[config.mk]
export PLATFORM = sky130hd
export DESIGN_NAME = nibble_unpacker_deserializer
export DESIGN_NICKNAME = d
export VERILOG_FILES = /design/src/rtl/sudoku_pkg.sv /design/src/rtl/idle_timeout_counter.sv /design/src/rtl/nibble_unpacker_deserializer.sv
export SDC_FILE = /design/constraint.sdc
export NUM_CORES = 1
export LEC_CHECK = 0
export ABC_AREA = 0
export ABC_CLOCK_PERIOD_IN_PS = 2550
export BUFFER_PORTS_ARGS = -buffer_cell sky130_fd_sc_hd__buf_2
export CORE_ASPECT_RATIO = 0.7
export CORE_MARGIN = 1.5
export CORE_UTILIZATION = 45
export CTS_CLUSTER_SIZE = 25
export DETAILED_ROUTE_END_ITERATION = 10
export GPL_TIMING_DRIVEN = 0
export PLACE_DENSITY = 0.69
export SLEW_MARGIN = 30
export SYNTH_ARGS = -nofsm -noshare
export SYNTH_HDL_FRONTEND = slang
export SYNTH_SLANG_ARGS = --single-unit
export TNS_END_PERCENT = 20
[constraint.sdc]
create_clock -name clk -period 2.55 [get_ports clk]
set_clock_uncertainty 0.15 [all_clocks]
set_input_delay 0.51 -clock clk [delete_from_list [all_inputs] [get_ports clk]]
set_output_delay 0.51 -clock clk [all_outputs]
set_load 0.05 [all_outputs]
[src/rtl/sudoku_pkg.sv]
// sudoku_pkg: frame geometry and deserializer state encoding shared by both link ends.
package sudoku_pkg;
  localparam int DEF_DATA_WIDTH = 324;
  localparam int DEF_UNIT_WIDTH = 4;
  localparam int DEF_CHUNK_WIDTH = 8;
  function automatic int num_chunks(input int dw, input int cw);
    return (dw + cw - 1) / cw;
  endfunction
  function automatic int pad_bits(input int dw, input int cw);
    return num_chunks(dw, cw) * cw - dw;
  endfunction
  typedef enum logic [1:0] {IDLE, RECEIVE, HOLD} deser_state_t;
endpackage

[src/rtl/idle_timeout_counter.sv]
// idle_timeout_counter: counts idle enabled cycles and pulses o_expire on the TIMEOUT_CYCLES-th; 0 disables.
module idle_timeout_counter #(
  parameter int TIMEOUT_CYCLES = 1000000
) (
  input  logic clk,
  input  logic rst,
  input  logic i_clear,
  input  logic i_enable,
  output logic o_expire
);
  localparam int TW = TIMEOUT_CYCLES > 1 ? $clog2(TIMEOUT_CYCLES) : 1;
  logic [TW-1:0] r_tmo;
  assign o_expire = (TIMEOUT_CYCLES != 0) && i_enable && !i_clear && r_tmo == TW'(TIMEOUT_CYCLES - 1);
  always_ff @(posedge clk) begin
    if (rst || i_clear || o_expire) r_tmo <= '0;
    else if (i_enable) r_tmo <= r_tmo + 1'b1;
  end
endmodule

[src/rtl/nibble_unpacker_deserializer.sv]
// nibble_unpacker_deserializer: rebuilds one padded, MSB-first byte frame into a word behind a valid/ready handshake.
module nibble_unpacker_deserializer #(
  parameter int DATA_WIDTH = sudoku_pkg::DEF_DATA_WIDTH,
  parameter int UNIT_WIDTH = sudoku_pkg::DEF_UNIT_WIDTH,
  parameter int CHUNK_WIDTH = sudoku_pkg::DEF_CHUNK_WIDTH,
  parameter int TIMEOUT_CYCLES = 1000000
) (
  input  logic                   clk,
  input  logic                   rst,
  input  logic [CHUNK_WIDTH-1:0] uart_rx_data,
  input  logic                   uart_rx_valid,
  output logic [DATA_WIDTH-1:0]  data_out,
  output logic                   data_valid,
  input  logic                   data_ready,
  output logic                   busy,
  output logic                   frame_error,
  output logic                   overrun
);
  import sudoku_pkg::*;
  localparam int NUM_CHUNKS = num_chunks(DATA_WIDTH, CHUNK_WIDTH);
  localparam int PAD_BITS = pad_bits(DATA_WIDTH, CHUNK_WIDTH);
  localparam int SBW = NUM_CHUNKS * CHUNK_WIDTH;
  localparam int CNW = NUM_CHUNKS > 1 ? $clog2(NUM_CHUNKS) : 1;
  localparam logic [CHUNK_WIDTH-1:0] PAD_MASK = CHUNK_WIDTH'((1 << PAD_BITS) - 1);
  if ((DATA_WIDTH % UNIT_WIDTH) != 0) begin : g_bad_geometry
    $error("DATA_WIDTH must be a multiple of UNIT_WIDTH");
  end
  deser_state_t r_state, w_state_nx;
  logic [CNW-1:0] r_cnt, w_cnt_nx;
  logic [SBW-CHUNK_WIDTH-1:0] r_sbuf;
  logic [SBW-1:0] w_shift;
  logic [DATA_WIDTH-1:0] r_data_out;
  logic r_data_valid, w_valid_nx, r_frame_error, w_ferr, r_overrun, w_ovr, w_take, w_load;
  logic w_last, w_pad_bad, w_expire;
  // Only the previous NUM_CHUNKS-1 bytes need storing; the live byte completes the frame.
  assign w_shift = {r_sbuf, uart_rx_data};
  assign w_last = r_cnt == CNW'(NUM_CHUNKS - 1);
  assign w_pad_bad = |(uart_rx_data & PAD_MASK);
  idle_timeout_counter #(.TIMEOUT_CYCLES(TIMEOUT_CYCLES)) u_tmo (
    .clk(clk),
    .rst(rst),
    .i_clear(uart_rx_valid || r_state != RECEIVE),
    .i_enable(r_state == RECEIVE && !uart_rx_valid),
    .o_expire(w_expire)
  );
  always_comb begin
    w_state_nx = r_state;
    w_cnt_nx = r_cnt;
    w_valid_nx = r_data_valid;
    w_take = 1'b0;
    w_load = 1'b0;
    w_ferr = 1'b0;
    w_ovr = 1'b0;
    case (r_state)
      IDLE: if (uart_rx_valid) begin
        w_take = 1'b1;
        w_cnt_nx = CNW'(1);
        w_state_nx = RECEIVE;
      end
      RECEIVE: if (uart_rx_valid) begin
        w_take = 1'b1;
        w_cnt_nx = w_last ? '0 : r_cnt + 1'b1;
        w_ferr = w_last && w_pad_bad;
        w_load = w_last && !w_pad_bad;
        w_valid_nx = r_data_valid || w_load;
        w_state_nx = !w_last ? RECEIVE : w_pad_bad ? IDLE : HOLD;
      end else if (w_expire) begin
        w_ferr = 1'b1;
        w_cnt_nx = '0;
        w_state_nx = IDLE;
      end
      default: if (data_ready) begin
        w_valid_nx = 1'b0;
        w_take = uart_rx_valid;
        w_cnt_nx = uart_rx_valid ? CNW'(1) : r_cnt;
        w_state_nx = uart_rx_valid ? RECEIVE : IDLE;
      end else begin
        w_ovr = uart_rx_valid;
      end
    endcase
  end
  always_ff @(posedge clk) begin
    if (rst) begin
      r_state <= IDLE;
      r_cnt <= '0;
      r_sbuf <= '0;
      r_data_out <= '0;
      r_data_valid <= 1'b0;
      r_frame_error <= 1'b0;
      r_overrun <= 1'b0;
    end else begin
      r_state <= w_state_nx;
      r_cnt <= w_cnt_nx;
      if (w_take) r_sbuf <= w_shift[SBW-CHUNK_WIDTH-1:0];
      if (w_load) r_data_out <= w_shift[SBW-1 -: DATA_WIDTH];
      r_data_valid <= w_valid_nx;
      r_frame_error <= w_ferr;
      r_overrun <= w_ovr;
    end
  end
  assign data_out = r_data_out;
  assign data_valid = r_data_valid;
  assign busy = r_state == RECEIVE;
  assign frame_error = r_frame_error;
  assign overrun = r_overrun;
endmodule

; ---- Word level (Yosys, flattened, before mapping)
; Cells that the tools add are included.
[totals]
regBits = 675
inputBits = 12
output_inout_bits = 328
word_cells = 65
[op_classes]
addsub = 2
n_eq_ne = 7
mux = 24
n_bitwise = 2
n_reduce_logical = 22
[ops]
columns = cell, n
row1 = $mux 6, 5
row2 = $add 20x1->20 const B, 1
row3 = $eq 20x20->1 const B, 1
row4 = $mux 2, 6
row5 = $pmux 6 s2, 1
row6 = $mux 1, 10
row7 = $reduce_or 4->1, 2
row8 = $add 6x1->6 const B, 1
row9 = $eq 6x6->1 const B, 1
row10 = $reduce_and 3->1, 2
row11 = $logic_and 1x1->1, 5
row12 = $logic_or 1x1->1, 4
row13 = $ne 2x2->1 const B, 2
row14 = $pmux 2 s2, 1
row15 = $reduce_or 2->1, 2
row16 = $logic_not 1->1, 3
row17 = $ne 3x2->1 const B, 1
row18 = $reduce_bool 3->1, 1
row19 = $eq 2x1->1 const B, 1
row20 = $logic_not 2->1, 1
row21 = $ne 2x1->1 const B, 1
row22 = $not 1->1, 2
row23 = $pmux 1 s2, 1
row24 = $reduce_and 2->1, 1
row25 = $reduce_bool 2->1, 1

; ---- Logic depth before layout (Yosys ltp)
; Gate-level depths: netlist of run 1.
[logic_depth]
depth_word = 8
depth_mapped = 9
ltp_nobuf = 6

; ---- Hierarchy
; A second synthesis of run 1 with hierarchy kept.
[unflattened]
hier_cells = 3046
area_unflattened_um2 = 24683.7
[by_module_without_submodules]
columns = module, instances, cells_per_inst, area_per_inst_um2, seq_area_each_um2
row1 = nibble_unpacker_deserializer, 1, 2937, 23732.8, 13112.6
row2 = idle_timeout_counter, 1, 109, 950.9, 400.4

; ---- Worst setup path before layout of run 1
; No wires, ideal clock.
[synth_timing]
path_type = in2reg
from = in uart_rx_valid
to = reg u_tmo.r_tmo[19]
setup_ps = 66
t_arrival_ps = 1774
t_required_ps = 2334
slack_ps = 560
cell_stages = 6
path_buffers = 2
path_cell_list = buf_4 > nor4bb_1 > buf_4 > nand4_4 > or4_4 > a21oi_2
[synth_between]
elab_chain_cells = 5
word_cells_on_any_way = 8
cone_classes = reduce/logical (8)
[synth_rtl]
columns = element, line
row1 = from (decl), nibble_unpacker_deserializer.sv:11  ; input logic uart_rx_valid,
row2 = $logic_not 1->1 or $logic_or 1x1->1 (tied branches), "nibble_unpacker_deserializer.sv:43, nibble_unpacker_deserializer.sv:42"
row3 = $logic_and 1x1->1 or $logic_not 1->1 (tied branches), "nibble_unpacker_deserializer.sv:43, idle_timeout_counter.sv:13"
row4 = $logic_and 1x1->1 (2 in series), idle_timeout_counter.sv:13  ; assign o_expire = (TIMEOUT_CYCLES != 0) && i_enable && !i_clear && r_tmo == TW'(TIMEOUT_CYCLES - 1);
row5 = $logic_or 1x1->1, idle_timeout_counter.sv:15  ; if (rst || i_clear || o_expire) r_tmo <= '0;
row6 = to (signal assigned), idle_timeout_counter.sv:16  ; else if (i_enable) r_tmo <= r_tmo + 1'b1;
row7 = to (decl), idle_timeout_counter.sv:12  ; logic [TW-1:0] r_tmo;
; Parallel ways exist; a longest one is shown, timed or not.
; A chain may end at the register's enable or synchronous reset.

; ---- Worst setup path in the final report of run 1
[layout_timing]
from = reg r_cnt[0]
to = reg r_data_out[171] (netlist: data_out[171])
[layout_between]
elab_chain_cells = 4
[layout_rtl]
columns = element, line
row1 = from (decl), nibble_unpacker_deserializer.sv:29  ; logic [CNW-1:0] r_cnt, w_cnt_nx;
row2 = from (signal assigned), nibble_unpacker_deserializer.sv:93  ; r_cnt <= w_cnt_nx;
row3 = $eq 6x6->1, nibble_unpacker_deserializer.sv:37  ; assign w_last = r_cnt == CNW'(NUM_CHUNKS - 1);
row4 = $logic_and 1x1->1, nibble_unpacker_deserializer.sv:64  ; w_load = w_last && !w_pad_bad;
row5 = $mux 1, nibble_unpacker_deserializer.sv:60  ; RECEIVE: if (uart_rx_valid) begin
row6 = $mux 1, nibble_unpacker_deserializer.sv:54  ; case (r_state)
row7 = to (signal assigned), nibble_unpacker_deserializer.sv:95  ; if (w_load) r_data_out <= w_shift[SBW-1 -: DATA_WIDTH];
row8 = to (decl), nibble_unpacker_deserializer.sv:32  ; logic [DATA_WIDTH-1:0] r_data_out;
; No other way between the ends.

==> impl_results.rst, run 1 <==
.. list-table::
   :header-rows: 1

   * - Metric
     - Value
   * - Worst hold-check slack
     - 49.6 ps
   * - Horizontal die dimension
     - 277 µm
   * - Required time reported for the critical path endpoint
     - 2930 ps
   * - Pin count of the biggest net entering global routing
     - 16
   * - Standard-cell rows
     - 70
   * - Master cell of the clock root buffer
     - clkbuf_16
   * - Wire length per cell after detailed routing
     - 15.9 µm
   * - Setup TNS
     - 0 ps
   * - Commonest non-fill, non-tap cells in the layout
     - nand2_1 (1295), dfxtp_1 (675), a21oi_1 (659), buf_2 (376), clkbuf_1 (146)
   * - Iter 0 DRT Violations
     - 1514
   * - Dpl ws
     - -355 ps
   * - Number of buffers created by CTS
     - 66
   * - Total routed wirelength
     - 65500 µm
   * - Count of endpoints failing hold in the final timing report
     - 0
   * - Detailed-router iteration count before antenna repair
     - 6
   * - Synth area leaders
     - dfxtp_1 (57%), nand2_1 (21%), a21oi_1 (14%)
   * - Final setup viols
     - 0
   * - Cell Count, Final, Fillers Out
     - 4127
   * - Flip-flop and latch count after synthesis
     - 675
   * - Type of the worst setup path
     - reg2reg
   * - Highest cell delay on the worst timing path
     - 430 ps
   * - Cell depth of the worst min-delay path
     - 3
   * - Worst min-delay path startpoint
     - uart_rx_data[3]
   * - Type of destination of the critical path
     - flip-flop
   * - Leakage power figure
     - 10.5 nW
   * - Filler cell count in the final layout
     - 5016
   * - Reg2reg start
     - r_cnt[0]
   * - Sequential-to-total area share from yosys stat
     - 0.571
   * - HPWL Detailed
     - 46300 µm
   * - Average cell area after synthesis
     - 7.94 µm²
   * - Total number of vias
     - 20.9k
   * - Maximum clock frequency
     - 0.420 GHz
   * - Max FO, Critical Path
     - 10
   * - Count of pins on the block boundary
     - 340
   * - Standard cell with the maximum stage delay on the critical path
     - dfxtp_1
   * - Number of distinct library cells after synthesis
     - 46
   * - Reg-to-reg slack, setup
     - 170 ps
   * - Share of the synthesized area in the top cell type
     - 0.571
   * - Number of inserted diodes
     - 0
   * - Number of buffers added for setup after CTS
     - 0
   * - Wire length of the first global-routing pass
     - 104000 µm
   * - CTS sink cnt
     - 675
   * - Number of remaining DRC errors
     - 0
   * - Area Growth Syn to Fin
     - 20.8%
   * - Clk pin slew, worst setup/hold paths
     - 70 ps
   * - Remaining max-slew budget at the tightest pin
     - 0.372
   * - Most common cell after layout, fill and taps aside
     - nand2_1
   * - Number of max-slew violations in the final report
     - 0
   * - Gate count after technology mapping
     - 2980
   * - Clock latency at the later pin of the worst-skew pair
     - 620 ps
   * - Type of the worst min-delay path
     - in2reg
   * - Path depth of the worst reg2reg path
     - 9
   * - I/O Buffers
     - 338
   * - Overall track demand over capacity in global routing
     - 0.238
   * - Antenna violations before repair
     - 1
   * - Number of max-cap violations
     - 0
   * - Time the worst path needs with I/O delays and setup
     - 2380 ps
   * - Setup repair after global routing missed its margin
     - false
   * - Cell taking the most area after synthesis
     - dfxtp_1
   * - Ratio of total power to cell area
     - 748 nW/µm²
   * - Post-Synthesis Cell Area
     - 23700 µm²
   * - Number of enable-type register cells in the synthesized netlist
     - 0
   * - Core footprint
     - 52100 µm²
   * - Synthesized netlist net count
     - 2995
   * - Data arrival time of the worst path
     - 2760 ps
   * - CTS tree
     - yes
   * - Overall die area
     - 54000 µm²
   * - Starting utilization of the core area
     - 0.454
   * - Overall overflow remaining after global route
     - 0
   * - Via count of the first global-routing pass
     - 19.5k
   * - R2r endpoint
     - data_out[171]
   * - CP startpoint kind
     - flip-flop
   * - Maximum count of clock buffers along a single path
     - 3
   * - Slew at the pin with the worst max-slew slack
     - 942 ps
   * - Placed instance area
     - 26200 µm²
   * - ANT nets after route
     - 0
   * - GPL Wtd Cong
     - 0.845
   * - Fraction of layout instances using a drive strength above 1
     - 0.155
   * - Cell breakdown of the critical path
     - inv_1 > ha_1 > and4bb_2 > nand4_1 > buf_4 > clkbuf_4 > buf_2 > nand2_1 > a21oi_1
   * - Final period utilization
     - 0.933
   * - Placed Cells incl. Taps
     - 4002
   * - Main flop type after synthesis
     - dfxtp_1
   * - DIE HEIGHT
     - 195 µm
   * - Final instance area
     - 28600 µm²
   * - Per-cell via count in the routed design
     - 5.06
   * - Warning count from the yosys run
     - 0
   * - Result of the run
     - complete, no violations
   * - Total number of H-tree levels
     - 3
   * - Final worst setup slack
     - 171 ps
   * - Number of nets in the final layout
     - 3408
   * - Endpoint with the worst hold slack
     - r_sbuf[3]
   * - Worst IR drop on VDD
     - 462 µV
   * - Share of synthesized flip-flops with an asynchronous set or reset
     - 0
==> repair_timing <==
| item | 4_1_cts | 5_1_grt |
|---|---|---|
| hold endpoints to repair | 8 | 0 |
| gates resized for setup | 0 | 17 |
| hold buffers | 8 | 0 |
| endpoints found under the setup margin | 0 | 368 |
==> report_power, final <==
part | internal [mW] | switching (mW) | total (mW)
clock | 6.07 | 4.20 | 10.3
combinational | 0.0999 | 0.428 | 0.528
sequential | 10.6 | 0.0250 | 10.6
total | 16.7 | 4.65 | 21.4
==> cell usage after synthesis, types with 2 or more instances <==
cell and n:
a211oi_1 5, a21boi_0 2, a21oi_1 659, a41oi_1 3, and2_1 5, and3_1 3
and4_1 3, buf_1 9, buf_2 41, buf_4 6, buf_6 27, clkbuf_1 141
dfxtp_1 675, ha_1 3, inv_1 8, nand2_1 1295, nand3_1 11, nand3b_1 2
nand4_1 9, nand4_4 2, nor2_1 15, nor3b_1 2, nor4b_1 2, o21ai_0 14
o31ai_1 3, or3_1 8, xor2_1 8
==> state kept, by name, summed over array words and instances, names as in the netlist <==
name / count
data_out: 324
r_sbuf: 320
u_tmo.r_tmo: 20
r_cnt: 6
r_state: 2
data_valid: 1
frame_error: 1
overrun: 1
==> worst max-delay path by stage <==
stage                     from  cells after the start  slack (ps)              end
2_1_floorplan    uart_rx_valid                      6         560  u_tmo.r_tmo[19]
3_3_place_gp   uart_rx_data[0]                      8        -380    data_out[243]
3_5_place_dp   uart_rx_data[0]                      8        -360    data_out[243]
4_1_cts             r_state[1]                      7          50      r_sbuf[192]
5_1_grt               r_cnt[0]                      9           2    data_out[196]
6_report              r_cnt[0]                      9         170    data_out[171]
==> per-stage QoR <==
step                total power, mW   util
floorplan                      11.2      -
global placement               11.3  0.503
detailed placement             11.3  0.503
CTS                            21.5  0.548
global route                   22.1  0.548
finish                         21.4  0.548
==> metal layers <==
layer | share of wire | global-route usage | vias up | wire (µm)
li1 | - | - | 10490 | -
met1 | 0.49 | 0.344 | 9758 | 32000
met2 | 0.42 | 0.357 | 538 | 27800
met3 | 0.063 | 0.0508 | 107 | 4140
met4 | 0.024 | 0.0657 | 0 | 1550
met5 | 0 | 0 | - | 0
==> logic make-up (layout without fill, tap and decap cells) <==
| group | after synthesis | in the layout | share of synthesized area |
|---|---|---|---|
| compound gates | 691 | 691 | 0.148 |
| xor+xnor | 9 | 9 | 0.00333 |
| fa+ha+maj | 3 | 3 | 0.00159 |
| buf+inv | 233 | 696 | 0.0491 |
| flops | 675 | 675 | 0.571 |
| mux | 1 | 1 | 0.000476 |
| simple gates | 1368 | 1368 | 0.226 |
==> cell type report <==
type | count | area, µm² | share of cell area
sequential | 675 | 13500 | 0.473
tap | 684 | 856 | 0.0299
clock inverter | 26 | 379 | 0.0133
buffer | 224 | 1140 | 0.0401
timing repair buffer | 346 | 1770 | 0.0620
inverter | 8 | 30.0 | 0.00105
clock buffer | 92 | 1900 | 0.0665
multi-input combinational | 2072 | 8980 | 0.314
==> worst max-delay path, delay by kind of cell, from the launching register on <==
kind            cells  cell delay, ps
compound gates      1             150
buf+inv             4             950
simple gates        3             430
fa+ha+maj           1             190
flops               1             430
Note: power is estimated with default switching activity, not from simulation.
==> run 2, diff against run 1 <==
--- a/config.mk
+++ b/config.mk
@@ -13,7 +13,6 @@
 export CORE_UTILIZATION = 45
 export CTS_CLUSTER_SIZE = 25
 export DETAILED_ROUTE_END_ITERATION = 10
-export GPL_TIMING_DRIVEN = 0
 export PLACE_DENSITY = 0.69
 export SLEW_MARGIN = 30
 export SYNTH_ARGS = -nofsm -noshare
==> run 2 against run 1 <==
  * Routed wire length down 6.8%
  * Power down 5.4%
  * Register-to-register slack better by 230 ps
  * Non-clock buffer count down 153
  * First-iteration DRC count up 5.7%
  * Sequential power about the same
  * Combinational power up 2%
==> impl_results.rst, run 2 (synthesis results as in run 1) <==
.. list-table::
   :header-rows: 1

   * - Metric
     - Value
   * - Starting utilization of the core area
     - 0.454 (unchanged)
   * - Count of endpoints failing hold in the final timing report
     - 0 (unchanged)
   * - Detailed-router iteration count before antenna repair
     - 5 (-1)
   * - Type of the worst min-delay path
     - in2reg
   * - Tot Pwr
     - 20.2 mW (-5.4%)
   * - Number of inserted diodes
     - 0 (unchanged)
   * - Number of nets in the final layout
     - 3249 (-4.7%)
   * - Cell breakdown of the critical path
     - dlygate4sd3_1 > buf_2 > nor4_1 > buf_4 > and4_4 > buf_12 > buf_12 > nand2_1 > a21oi_1
   * - Fraction of layout instances using a drive strength above 1
     - 0.156 (+0.00164)
   * - Count of pins on the block boundary
     - 340 (unchanged)
   * - Standard-cell rows
     - 70 (unchanged)
   * - Iter 0 DRT Violations
     - 1600 (+5.7%)
   * - Maximum count of clock buffers along a single path
     - 3 (unchanged)
   * - Area Growth Syn to Fin
     - 18.9%
   * - M3 GR Usage
     - 0.0361 (-0.0148)
   * - Filler cell count in the final layout
     - 4919 (-1.9%)
   * - Overall overflow remaining after global route
     - 0 (unchanged)
   * - Grt peak-use layer
     - met1
   * - Worst hold-check slack
     - 49.1 ps (-0.567 ps)
   * - Endpoint with the worst hold slack
     - r_sbuf[6]
   * - Max FO, Critical Path
     - 35 (+25)
   * - HPWL Detailed
     - 39700 µm (-14%)
   * - Total number of H-tree levels
     - 2 (-1)
   * - Number of max-cap violations
     - 0 (unchanged)
   * - Final setup viols
     - 0 (unchanged)
   * - Path depth of the worst reg2reg path
     - 8 (-1)
   * - Wire length of the first global-routing pass
     - 96900 µm (-6.6%)
   * - Maximum clock frequency
     - 0.434 GHz (+3.3%)
   * - Clk pin slew, worst setup/hold paths
     - 60 ps (about the same)
   * - CTS sink cnt
     - 675 (unchanged)
   * - Master cell of the clock root buffer
     - clkbuf_16
   * - Required time reported for the critical path endpoint
     - 2920 ps (about the same)
   * - Worst IR drop on VDD
     - 556 µV (+20%)
   * - Leakage power figure
     - 10.3 nW (-1.6%)
   * - Result of the run
     - complete, no violations
   * - Most common cell after layout, fill and taps aside
     - nand2_1
   * - Number of buffers and inverters on the critical path
     - 5 (+1)
   * - Overall track demand over capacity in global routing
     - 0.218 (-0.0196)
   * - Worst min-delay path startpoint
     - uart_rx_data[6]
   * - Total routed wirelength
     - 61000 µm (-6.8%)
   * - Commonest non-fill, non-tap cells in the layout
     - nand2_1 (1294), dfxtp_1 (675), a21oi_1 (659), buf_2 (338), clkbuf_16 (61)
   * - Type of destination of the critical path
     - flip-flop
   * - DIE HEIGHT
     - 195 µm (unchanged)
   * - Horizontal die dimension
     - 277 µm (unchanged)
   * - Number of cells on the critical path
     - 9 (unchanged)
   * - GR Layer Usage met1
     - 0.328 (-0.0165)
   * - Remaining max-slew budget at the tightest pin
     - 0.653 (+0.281)
   * - Standard cell with the maximum stage delay on the critical path
     - dlygate4sd3_1
   * - I/O Buffers
     - 339 (+0.30%)
   * - Global-route track usage on met2
     - 0.318 (-0.0383)
   * - R2r endpoint
     - data_out[16]
   * - ANT nets after route
     - 0 (unchanged)
   * - Data arrival time of the worst path
     - 2670 ps (-90 ps)
   * - Wire length per cell after detailed routing
     - 15.4 µm (-3.0%)
   * - CTS tree
     - yes
   * - Type of the worst setup path
     - in2reg
   * - Slew at the pin with the worst max-slew slack
     - 521 ps (-421 ps)
   * - Total number of vias
     - 20.2k (-3.4%)
   * - Time the worst path needs with I/O delays and setup
     - 2300 ps (-76.0 ps)
   * - Number of max-slew violations in the final report
     - 0 (unchanged)
   * - Ratio of total power to cell area
     - 719 nW/µm² (-3.9%)
   * - Reg-to-reg slack, setup
     - 400 ps (+230 ps)
   * - Flip-flop count of the largest register, all copies and words added
     - 324 (unchanged)
   * - Reg2reg start
     - r_cnt[1]
   * - Via count of the first global-routing pass
     - 17.8k (-8.9%)
   * - GPL Wtd Cong
     - 0.831 (-1.7%)
   * - Number of remaining DRC errors
     - 0 (unchanged)
   * - Pin count of the biggest net entering global routing
     - 124 (+108)
   * - Cell depth of the worst min-delay path
     - 3 (unchanged)
   * - Overall die area
     - 54000 µm² (unchanged)
   * - Top Family by Delay on Critical Path
     - buffers and inverters
   * - CP startpoint kind
     - input pin
   * - Number of buffers created by CTS
     - 60 (-9.1%)
   * - Setup repair after global routing missed its margin
     - false
   * - Antenna violations before repair
     - 0 (-1)
   * - Setup TNS
     - 0 ps (unchanged)
   * - Per-cell via count in the routed design
     - 5.09 (+0.60%)
   * - Final period utilization
     - 0.903 (-0.0298)
   * - Clock latency at the later pin of the worst-skew pair
     - 620 ps (about the same)
   * - Most numerous cell on the critical path
     - buf_12
   * - Core footprint
     - 52100 µm² (unchanged)
   * - Highest cell delay on the worst timing path
     - 550 ps (+120 ps)
## run 2: changes by cell type in the layout (fill, tap and decap cells not counted), sizes merged
cell / delta
buf: -9
bufinv: -5
clkbuf: -142
clkinv: -5
clkinvlp: -1
dlygate4sd3: -1
inv: -1
## run 2: how the worst max path moves through the flow
| stage | startpoint | end | slack (ps) |
|---|---|---|---|
| 3_5_place_dp | uart_rx_data[0] | data_out[16] | 220 |
| 4_1_cts | r_state[0] | busy | 260 |
| 6_report | uart_rx_data[0] | data_out[16] | 250 |
| 5_1_grt | uart_rx_data[1] | data_out[16] | 140 |
| 2_1_floorplan | uart_rx_valid | u_tmo.r_tmo[19] | 560 |
| 3_3_place_gp | uart_rx_data[0] | data_out[22] | 270 |
## run 2: repair_timing
action                                 4_1_cts  5_1_grt
endpoints found under the hold margin        7        0
hold buffers                                 7        0
gates resized for setup                      0        0
buffers inserted                             0        0
setup endpoints to repair                    0        0
## run 2: power breakdown
part | leakage (nW) | internal, mW | switching, mW | total [mW]
clock | 0.965 | 5.15 | 3.95 | 9.10
sequential | 5.44 | 10.6 | 0.0223 | 10.6
combinational | 3.88 | 0.134 | 0.408 | 0.541
## run 2: stage by stage
step                       util  worst slack [ps]  instances  area, µm²
after floorplan               -               560       2980      23700
after global placement    0.501               275       3849      26100
after detailed placement  0.501               223       3849      26100
after CTS                 0.540               264       3963      28100
after global routing      0.540               142       3963      28100
final                     0.540               247       3963      28100
## run 2: area by class of cell
cell class | instances | area, µm² | area share
tap | 684 | 856 | 0.0304
clock buffer | 93 | 1810 | 0.0642
multi-input combinational | 2072 | 9000 | 0.320
timing repair buffer | 417 | 2760 | 0.0981
sequential | 675 | 13500 | 0.480
clock inverter | 14 | 161 | 0.00574
inverter | 8 | 30.0 | 0.00107
## run 2: layer usage
| layer | wire [µm] | share of wire |
|---|---|---|
| met1 | 29800 | 0.49 |
| met2 | 26200 | 0.43 |
| met3 | 3440 | 0.056 |
| met4 | 1550 | 0.025 |
| met5 | 0 | 0 |
## run 2: worst register-to-register path, cell delays in order (launching register included)
cell and delay (ps):
dfxtp_1 420, inv_1 90, ha_1 180, and4bb_2 260, nand4_1 240, buf_12 230
buf_12 240, nand2_1 90, a21oi_1 170
==> run 3, diff against run 2 <==
--- a/config.mk
+++ b/config.mk
@@ -6,7 +6,7 @@
 export NUM_CORES = 1
 export LEC_CHECK = 0
 export ABC_AREA = 0
-export ABC_CLOCK_PERIOD_IN_PS = 2550
+export ABC_CLOCK_PERIOD_IN_PS = 2300
 export BUFFER_PORTS_ARGS = -buffer_cell sky130_fd_sc_hd__buf_2
 export CORE_ASPECT_RATIO = 0.7
 export CORE_MARGIN = 1.5
==> constraint.sdc (replaced) <==
create_clock -name clk -period 2.3 [get_ports clk]
set_clock_uncertainty 0.15 [all_clocks]
set_input_delay 0.46 -clock clk [delete_from_list [all_inputs] [get_ports clk]]
set_output_delay 0.46 -clock clk [all_outputs]
set_load 0.05 [all_outputs]
==> run 3 against run 2 <==
  * Non-clock buffer count grew 30
  * Utilization up 0.84 points
  * Die area unchanged
  * Register-to-register slack got worse by 190 ps
  * Combinational power increased by 21%
  * Via count increased by 0.25%
  * Cell count increased by 0.83%
  * Critical path depth shrank 7
  * First-iteration DRC count grew 12%
  * Sequential share of layout area decreased by 0.73 points
  * Power rose by 12%
  * Worst hold slack better by 21 ps
  * Largest power group unchanged
  * Highest routed layer unchanged
==> impl_results.rst, run 3 (synthesis results as in run 1) <==
.. list-table::
   :header-rows: 1

   * - Metric
     - Value
   * - Result of the run
     - complete, no violations
   * - Total number of vias
     - 20.2k (+0.25%)
   * - Data arrival time of the worst path
     - 1570 ps (-1100 ps)
   * - Reg2reg start
     - r_cnt[1]
   * - Maximum count of clock buffers along a single path
     - 3 (unchanged)
   * - Per-cell via count in the routed design
     - 5.06 (-0.58%)
   * - Maximum clock frequency
     - 0.459 GHz
   * - Standard-cell rows
     - 70 (unchanged)
   * - Horizontal die dimension
     - 277 µm (unchanged)
   * - ANT nets after route
     - 0 (unchanged)
   * - CP startpoint kind
     - flip-flop
   * - Setup repair after global routing missed its margin
     - false
   * - Overall track demand over capacity in global routing
     - 0.222 (+0.00372)
   * - Worst hold-check slack
     - 70.1 ps (+21.0 ps)
   * - Number of remaining DRC errors
     - 0 (unchanged)
   * - Tot Pwr
     - 22.6 mW (+12%)
   * - Time the worst path needs with I/O delays and setup
     - 2180 ps
   * - Leakage power figure
     - 10.5 nW (+2.2%)
   * - Setup TNS
     - 0 ps (unchanged)
   * - Clk pin slew, worst setup/hold paths
     - 70 ps (about the same)
   * - I/O Buffers
     - 339 (unchanged)
   * - Worst IR drop on VDD
     - 552 µV (-0.72%)
   * - Wire length per cell after detailed routing
     - 15.5 µm (+0.79%)
   * - Overall die area
     - 54000 µm² (unchanged)
   * - Number of inserted diodes
     - 0 (unchanged)
   * - Count of pins on the block boundary
     - 340 (unchanged)
   * - CTS tree
     - yes
   * - Clock latency at the later pin of the worst-skew pair
     - 630 ps (about the same)
   * - Max FO, Critical Path
     - 8 (-77%)
   * - Type of destination of the critical path
     - output pin
   * - Fraction of layout instances using a drive strength above 1
     - 0.166 (+0.00931)
   * - Required time reported for the critical path endpoint
     - 1690 ps (-1230 ps)
   * - Detailed-router iteration count before antenna repair
     - 5 (unchanged)
   * - Number of buffers created by CTS
     - 61 (+1.7%)
   * - CTS sink cnt
     - 675 (unchanged)
   * - Antenna violations before repair
     - 0 (unchanged)
   * - Core footprint
     - 52100 µm² (unchanged)
   * - Master cell of the clock root buffer
     - clkbuf_16
   * - Via count of the first global-routing pass
     - 18.2k (+2.5%)
   * - Wire length of the first global-routing pass
     - 98600 µm (+1.7%)
   * - Pin count of the biggest net entering global routing
     - 149 (+20%)
   * - Placed Cells incl. Taps
     - 3876 (+0.70%)
   * - Slew at the pin with the worst max-slew slack
     - 652 ps (+131 ps)
   * - Endpoint with the worst hold slack
     - r_state[0]
   * - Number of max-slew violations in the final report
     - 0 (unchanged)
   * - Cell Count, Final, Fillers Out
     - 3996 (+0.83%)
   * - Total number of H-tree levels
     - 2 (unchanged)
   * - Filler cell count in the final layout
     - 4905 (-0.28%)
   * - Final cell utilization of the core
     - 0.548 (+0.00838)
   * - Final setup viols
     - 0 (unchanged)
   * - Overall overflow remaining after global route
     - 0 (unchanged)
   * - Most common cell after layout, fill and taps aside
     - nand2_1
   * - Final period utilization
     - 0.947
   * - Cell depth of the worst min-delay path
     - 3 (unchanged)
   * - Flip-flop count of the largest register, all copies and words added
     - 324 (unchanged)
   * - HPWL Detailed
     - 41000 µm (+3.2%)
   * - Number of nets in the final layout
     - 3280 (+0.95%)
   * - Starting utilization of the core area
     - 0.454 (unchanged)
   * - DIE HEIGHT
     - 195 µm (unchanged)
   * - Type of the worst min-delay path
     - in2reg
   * - Number of buffers added for setup after CTS
     - 0 (unchanged)
   * - Path depth of the worst reg2reg path
     - 8 (unchanged)
   * - Total routed wirelength
     - 62000 µm (+1.6%)
   * - Number of max-cap violations
     - 0 (unchanged)
   * - Ratio of total power to cell area
     - 792 nW/µm² (+10%)
   * - Number of gates resized after CTS
     - 0 (unchanged)
   * - GPL Wtd Cong
     - 0.821 (-1.2%)
   * - Commonest non-fill, non-tap cells in the layout
     - nand2_1 (1294), dfxtp_1 (675), a21oi_1 (659), buf_2 (338), clkbuf_16 (61)
   * - Reg-to-reg slack, setup
     - 210 ps (-190 ps)
   * - Remaining max-slew budget at the tightest pin
     - 0.566 (-0.0870)
   * - Area Growth Syn to Fin
     - 20.7%
   * - Type of the worst setup path
     - reg2out
   * - Count of endpoints failing hold in the final timing report
     - 0 (unchanged)
   * - Worst min-delay path startpoint
     - uart_rx_valid
   * - Iter 0 DRT Violations
     - 1790 (+12%)
   * - R2r endpoint
     - data_out[244]
[run 3: worst max-delay path by stage]
stage | from | endpoint | slack [ps]
after CTS | r_state[0] | busy | 80
final | r_state[0] | busy | 120
after floorplan | uart_rx_valid | u_tmo.r_tmo[19] | 360
after global placement | uart_rx_valid | data_out[291] | 170
after global routing | r_state[0] | busy | 7
after detailed placement | uart_rx_data[0] | data_out[288] | 150
[run 3: final cells by class]
type                            instances  area, µm²  area share
Multi-Input combinational cell       2072       9000       0.315
Sequential cell                       675      13500       0.473
Tap cell                              684        856      0.0300
Timing Repair Buffer                  447       3140       0.110
Clock inverter                         21        210     0.00736
Clock buffer                           89       1810      0.0634
Inverter                                8       30.0     0.00105
[run 3: power breakdown]
| part | switching, mW | internal [mW] |
|---|---|---|
| combinational | 0.463 | 0.191 |
| clock | 4.46 | 5.79 |
| sequential | 0.0228 | 11.7 |
[run 3: through the flow]
step | setup WS, ps | area (µm²)
after CTS | 82.4 | 28600
final | 121 | 28600
after global routing | 6.99 | 28600
after floorplan | 360 | 23700
after detailed placement | 146 | 26400
after global placement | 166 | 26400
[run 3: worst max-delay path: stages, from the launching register on]
cell and delay [ps]:
dfxtp_1 430, nor2b_1 210, buf_2 300
[run 3: metal layers]
layer	track usage	vias up	routed length (µm)	share of wire
li1	-	10220	-	-
met1	0.326	9397	29900	0.48
met2	0.335	527	27300	0.44
met3	0.0379	90	3470	0.056
met4	0.0604	0	1370	0.022
met5	0	-	0	0
[run 3: timing repair]
action | in CTS | in global routing
hold buffers | 10 | 0
endpoints found under the hold margin | 33 | 0
setup endpoints to repair | 0 | 0
